==> src/rtl/regfile_sb_if.sv <==
// Decode/writeback-facing bundle of the regfile_sb register file: read ports,
// write ports and the busy-scoreboard issue/flush controls.
interface regfile_sb_if #(
  parameter int DATA_W = 32,
  parameter int NREGS  = 32,
  parameter int NR     = 2,
  parameter int NW     = 1
);
  localparam int AW = $clog2(NREGS);

  logic [NR*AW-1:0]     ra;
  logic [NR*DATA_W-1:0] rd;
  logic [NR-1:0]        rd_busy;
  logic [NW-1:0]        we;
  logic [NW*AW-1:0]     wa;
  logic [NW*DATA_W-1:0] wd;
  logic                 issue_valid;
  logic [AW-1:0]        issue_addr;
  logic                 flush;

  modport master (
    output ra, we, wa, wd, issue_valid, issue_addr, flush,
    input  rd, rd_busy
  );

  modport slave (
    input  ra, we, wa, wd, issue_valid, issue_addr, flush,
    output rd, rd_busy
  );
endinterface

==> src/rtl/regfile_sb.sv <==
// Multi-port register file with optional write-to-read bypass and a per-register
// busy scoreboard that lets decode stall on outstanding multi-cycle producers.
module regfile_sb #(
  parameter int  DATA_W = 32,
  parameter int  NREGS  = 32,
  parameter int  NR     = 2,
  parameter int  NW     = 1,
  parameter int  BYPASS = 1,
  localparam int AW     = $clog2(NREGS)
) (
  input  logic         clk,
  input  logic         resetn,
  regfile_sb_if.slave  bus
);

  logic [DATA_W-1:0] regs_q [NREGS];
  logic [DATA_W-1:0] regs_d [NREGS];
  logic [NREGS-1:0]  busy_q;
  logic [NREGS-1:0]  busy_d;

  logic [AW-1:0]     rd_addr;
  logic [DATA_W-1:0] rd_data;
  logic              rd_hit;

  // Writes applied in ascending port order so the highest-index port wins.
  always_comb begin
    // NOTE: blocking assignments in combinational logic, starting from the held
    // value, so every path assigns the whole array and no latch is inferred.
    regs_d = regs_q;
    for (int j = 0; j < NW; j++) begin
      if (bus.we[j] && bus.wa[j*AW +: AW] != '0) begin
        regs_d[bus.wa[j*AW +: AW]] = bus.wd[j*DATA_W +: DATA_W];
      end
    end
    regs_d[0] = '0;
  end

  // Later assignments override earlier ones: write-clear, then issue, then flush.
  always_comb begin
    busy_d = busy_q;
    for (int j = 0; j < NW; j++) begin
      if (bus.we[j]) begin
        busy_d[bus.wa[j*AW +: AW]] = 1'b0;
      end
    end
    if (bus.issue_valid) begin
      busy_d[bus.issue_addr] = 1'b1;
    end
    if (bus.flush) begin
      busy_d = '0;
    end
    busy_d[0] = 1'b0;
  end

  // NOTE: the register array is reset because software may read any register
  // before writing it and must see zero; flops use non-blocking assignments.
  always_ff @(posedge clk or negedge resetn) begin
    if (!resetn) begin
      for (int r = 0; r < NREGS; r++) begin
        regs_q[r] <= '0;
      end
      busy_q <= '0;
    end else begin
      regs_q <= regs_d;
      busy_q <= busy_d;
    end
  end

  // Reads are combinational; outputs are forced quiet while reset is held so a
  // bypassed write cannot leak through.
  always_comb begin
    bus.rd      = '0;
    bus.rd_busy = '0;
    rd_addr     = '0;
    rd_data     = '0;
    rd_hit      = 1'b0;
    for (int i = 0; i < NR; i++) begin
      rd_addr = bus.ra[i*AW +: AW];
      rd_data = regs_q[rd_addr];
      rd_hit  = 1'b0;
      if (BYPASS != 0) begin
        for (int j = 0; j < NW; j++) begin
          if (bus.we[j] && bus.wa[j*AW +: AW] == rd_addr) begin
            rd_data = bus.wd[j*DATA_W +: DATA_W];
            rd_hit  = 1'b1;
          end
        end
      end
      if (resetn && rd_addr != '0) begin
        bus.rd[i*DATA_W +: DATA_W] = rd_data;
        bus.rd_busy[i]             = busy_q[rd_addr] & ~rd_hit;
      end
    end
  end

endmodule

==> src/flat_wrapper.sv <==
// flat-port wrapper written by rule: the top's interface ports become plain ports
module regfile_sb_flat 
#(
  parameter int  DATA_W = 32,
  parameter int  NREGS  = 32,
  parameter int  NR     = 2,
  parameter int  NW     = 1,
  parameter int  BYPASS = 1,
  localparam int AW     = $clog2(NREGS)
)
  (clk, resetn, bus_ra, bus_we, bus_wa, bus_wd, bus_issue_valid, bus_issue_addr, bus_flush, bus_rd, bus_rd_busy);
  regfile_sb_if #(.DATA_W(DATA_W), .NREGS(NREGS), .NR(NR), .NW(NW)) bus_i ();
  input  logic clk;
  input  logic resetn;
  input wire logic [$bits(bus_i.ra)-1:0] bus_ra;
  input wire logic [$bits(bus_i.we)-1:0] bus_we;
  input wire logic [$bits(bus_i.wa)-1:0] bus_wa;
  input wire logic [$bits(bus_i.wd)-1:0] bus_wd;
  input wire logic [$bits(bus_i.issue_valid)-1:0] bus_issue_valid;
  input wire logic [$bits(bus_i.issue_addr)-1:0] bus_issue_addr;
  input wire logic [$bits(bus_i.flush)-1:0] bus_flush;
  output wire logic [$bits(bus_i.rd)-1:0] bus_rd;
  output wire logic [$bits(bus_i.rd_busy)-1:0] bus_rd_busy;
  assign bus_i.ra = bus_ra;
  assign bus_i.we = bus_we;
  assign bus_i.wa = bus_wa;
  assign bus_i.wd = bus_wd;
  assign bus_i.issue_valid = bus_issue_valid;
  assign bus_i.issue_addr = bus_issue_addr;
  assign bus_i.flush = bus_flush;
  assign bus_rd = bus_i.rd;
  assign bus_rd_busy = bus_i.rd_busy;
  regfile_sb #(.DATA_W(DATA_W), .NREGS(NREGS), .NR(NR), .NW(NW), .BYPASS(BYPASS)) u_core (.clk(clk), .resetn(resetn), .bus(bus_i));
endmodule
==> config.mk <==
export PLATFORM = sky130hd
export DESIGN_NAME = regfile_sb_flat
export DESIGN_NICKNAME = d
export VERILOG_FILES = /design/src/rtl/regfile_sb_if.sv /design/src/rtl/regfile_sb.sv /design/src/flat_wrapper.sv
export SDC_FILE = /design/constraint.sdc
export NUM_CORES = 2
export LEC_CHECK = 0
export ABC_AREA = 1
export BUFFER_PORTS_ARGS = -buffer_cell sky130_fd_sc_hd__buf_2
export CELL_PAD_IN_SITES_DETAIL_PLACEMENT = 1
export CELL_PAD_IN_SITES_GLOBAL_PLACEMENT = 2
export CORE_MARGIN = 2
export CORE_UTILIZATION = 39
export DETAILED_ROUTE_END_ITERATION = 10
export GPL_TIMING_DRIVEN = 1
export PLACE_DENSITY = 0.84
export SYNTH_ARGS = -nofsm -noshare
export SYNTH_HDL_FRONTEND = slang
export SYNTH_SLANG_ARGS = --single-unit
==> constraint.sdc <==
create_clock -name clk -period 3.3 [get_ports clk]
set_clock_uncertainty 0.15 [all_clocks]
set_input_delay 0.66 -clock clk [delete_from_list [all_inputs] [get_ports clk]]
set_output_delay 0.66 -clock clk [all_outputs]
set_load 0.02 [all_outputs]
==> results.json <==
{
  "max_stage_delay_ns": 0.20,
  "cp_data_required_time_ns": 2.49,
  "grt_antenna_before_repair": 8,
  "cts_max_level": 4,
  "gp_routability_congestion": 0.930,
  "seq_area_frac_synth_pct": 43.4,
  "clock_tree.root_cell": "sky130_fd_sc_hd__clkbuf_16",
  "starting_utilization_of_the_core_area_pct": 39.3,
  "final_hold_viol_count": 4,
  "final.period_utilization_pct": 101,
  "syn-num-nets": 8845,
  "crit_slowest_cell": "sky130_fd_sc_hd__clkbuf_16",
  "post-route-worst-setup-slack_ns": -0.0405,
  "ir_worst_vdd_mv": 0.560,
  "mappedNetlistArea_sq_um": 58900,
  "mostFrequentLayoutCells": "sky130_fd_sc_hd__nand2_1, sky130_fd_sc_hd__nand3_1, sky130_fd_sc_hd__dfrtp_1",
  "clock_sink_count": 1023,
  "setup_viol": 8,
  "die-area_sq_um": 154000,
  "detail_route.drc_violations": 0,
  "status": "complete, but fails checks",
  "reg2reg_depth": 2,
  "synth_compound_gate_area_share_pct": 12.6,
  "worst_hold_check_path_type": "in2async",
  "synth_fa_ha_area_share_pct": 0,
  "setup.worst_path.end_class": "output port",
  "yosys_warnings": 0,
  "coreArea_sq_um": 150000,
  "maxSlewViolCount": 0,
  "grt_first_pass_wirelength_um": 439000,
  "viasPerCell": 5.93,
  "cap_violations": 0,
  "leakagePower_nw": 35.2,
  "dpl_worst_slack_ns": -0.272,
  "cts.clk_slew.worst_paths_ns": 0.06,
  "sum_of_net_half_perimeters_after_detailed_placement_um": 190000,
  "grt_resource_usage_total_pct": 38.4,
  "cts_buffers": 132,
  "fp.dieH_um": 393,
  "grt_max_degree": 173,
  "final_layout_size_suffix_gt1_share_pct": 11.8,
  "synth_simple_gate_area_share_pct": 34.1,
  "synth_xor_xnor_area_share_pct": 0.0297,
  "synthDistinctLibCells": 25,
  "tritoncts": "yes",
  "route.final.wire_length_um": 303000,
  "die_width_um": 393,
  "timing.critical_path.from_type": "input port",
  "crit_path_cell_trace": "buf_12, inv_16, nor2_4, buf_4, clkbuf_16, nand2_1, nand2_1, nand2_1, nand3_1, nand3_1, buf_4, nand3_4, nand2_1, inv_1, buf_2",
  "worst_pin_slew_ns": 1.33,
  "ant_nets": 0,
  "timing_worst_setup_path_type": "in2out",
  "layout.nets": 8932,
  "multiplexer_share_of_the_synthesized_area_pct": 0,
  "slew_headroom_pct": 11.1,
  "final_common_cell": "sky130_fd_sc_hd__nand2_1",
  "power_per_cell_area_nw_per_um2": 563,
  "layout.filler_cells": 18951,
  "drt_pre_antenna_iters": 5,
  "worst_hold_slack_ns": -0.0288,
  "main_combinational_cell_family_by_area_after_synthesis": "simple AND/OR/NAND/NOR gates",
  "fin_tns_setup_ns": -0.118,
  "buffer_ports.inserted": 122,
  "path_max_fanout": 12,
  "worst_skew_pair.late_latency_ns": 0.79,
  "top_level_ports": 123,
  "violations": "hold timing, setup timing",
  "post_drt_wl_per_cell_um": 27.6,
  "synthesis.instances": 8788,
  "dr_iter_0_viols": 6900,
  "post_synthesis_register_bit_count": 1023,
  "critical_path.most_common_cell": "sky130_fd_sc_hd__nand2_1",
  "worst_ep_arrival_time_ns": 2.53,
  "max-clock-path-buffers": 3,
  "post_synth.cell_area_avg_sq_um": 6.71,
  "period_needed_ns": 3.34,
  "f_max_mhz": 299,
  "area.growth.synth_to_final_pct": 22.3,
  "grt_remaining_overflow": 0,
  "fp-row-count": 142,
  "route.vias.total": 65162,
  "rsz_0062_raised_after_global_routing": "true",
  "via_count_of_the_first_global_routing_pass": 65032
}
==> path summary, 6_finish.rpt <==
kind	startpoint	to	slack, ns
min in group clk	bus_wd[9]	u_core.regs_q[521]$_DFFE_PN0P_	0.03
hold reg to reg	u_core.regs_q[578]$_DFFE_PN0P_	u_core.regs_q[578]$_DFFE_PN0P_	0.33
setup reg to reg	u_core.regs_q[539]$_DFFE_PN0P_	u_core.regs_q[539]$_DFFE_PN0P_	2.35
setup / recovery	bus_ra[0]	bus_rd[26]	-0.04
hold / removal	resetn	u_core.regs_q[103]$_DFFE_PN0P_	-0.03
max in group asynchronous	resetn	u_core.regs_q[503]$_DFFE_PN0P_	0.91
==> final cells by class <==
| class | count | area, sq um | area share, % |
|---|---|---|---|
| Antenna cell | 4 | 10.0 | 0.0139 |
| Clock buffer | 197 | 3840 | 5.33 |
| Clock inverter | 33 | 408 | 0.566 |
| Inverter | 726 | 2790 | 3.87 |
| Multi-Input combinational cell | 6301 | 28500 | 39.5 |
| Sequential cell | 1023 | 25600 | 35.5 |
| Tap cell | 2016 | 2520 | 3.50 |
| Timing Repair Buffer | 691 | 8420 | 11.7 |
==> layer usage <==
metal	up-vias	track usage, %	share of wire [%]
li1	28376	-	-
met1	32811	51.6	41
met2	3141	58.3	44
met3	826	7.09	9.2
met4	8	21.0	6.0
met5	-	0	0.018
==> power breakdown <==
group	switching [mW]	internal, mW
registers	1.70	14.9
clock network	6.11	8.52
logic	6.02	3.34
==> flip-flops by register name, summed over array words and instances (netlist names) <==
name and cells:
u_core.regs_q 992, u_core.busy_q 31
==> per-stage QoR <==
stage                     power (mW)  instance area, sq um  std cells  util (%)
after floorplan                 21.7                 58900       8788         -
after global placement          25.0                 65600      10698      43.8
after detailed placement        25.5                 65600      10698      43.8
after CTS                       40.3                 70900      10950      47.3
after global routing            42.5                 72100      10988      48.1
final                           40.6                 72100      10991      48.1
==> synth_stat cells (all sizes together) <==
cell type	count	area (sq um)
nand2	3046	11400
nand3	1383	6920
dfrtp	1023	25600
o21ai	1007	5040
inv	724	2720
clkbuf	412	1550
a21oi	364	1820
nor2	363	1390
buf	326	1520
o211ai	76	571
nor3	55	313
nand4	3	25.0
clkinv	2	7.51
o22ai	2	12.5
xor2	2	17.5
==> repair_timing <==
item                                    in CTS  in global routing
hold buffers                                 5                  0
resized for setup                          123                141
cloned                                       9                 18
endpoints found under the setup margin      51                 64
buffers inserted                            11                 21
hold endpoints to repair                   106                  0
pin swaps                                   11                 23
==> critical path: cells and delay by family <==
| family | cells | cell delay [ns] |
|---|---|---|
| buffers and inverters | 7 | 1.05 |
| and+or+nand+nor | 8 | 0.78 |
==> logic make-up (layout without fill, tap and decap cells) <==
family                 after synthesis  after routing
other                                0              4
flip-flops                        1023           1023
AND/OR/NAND/NOR                   4850           4850
AO/OA/AOI/OAI                     1449           1449
XOR/XNOR                             2              2
buffers and inverters             1464           1647
Note: power is estimated with default switching activity, not from simulation.
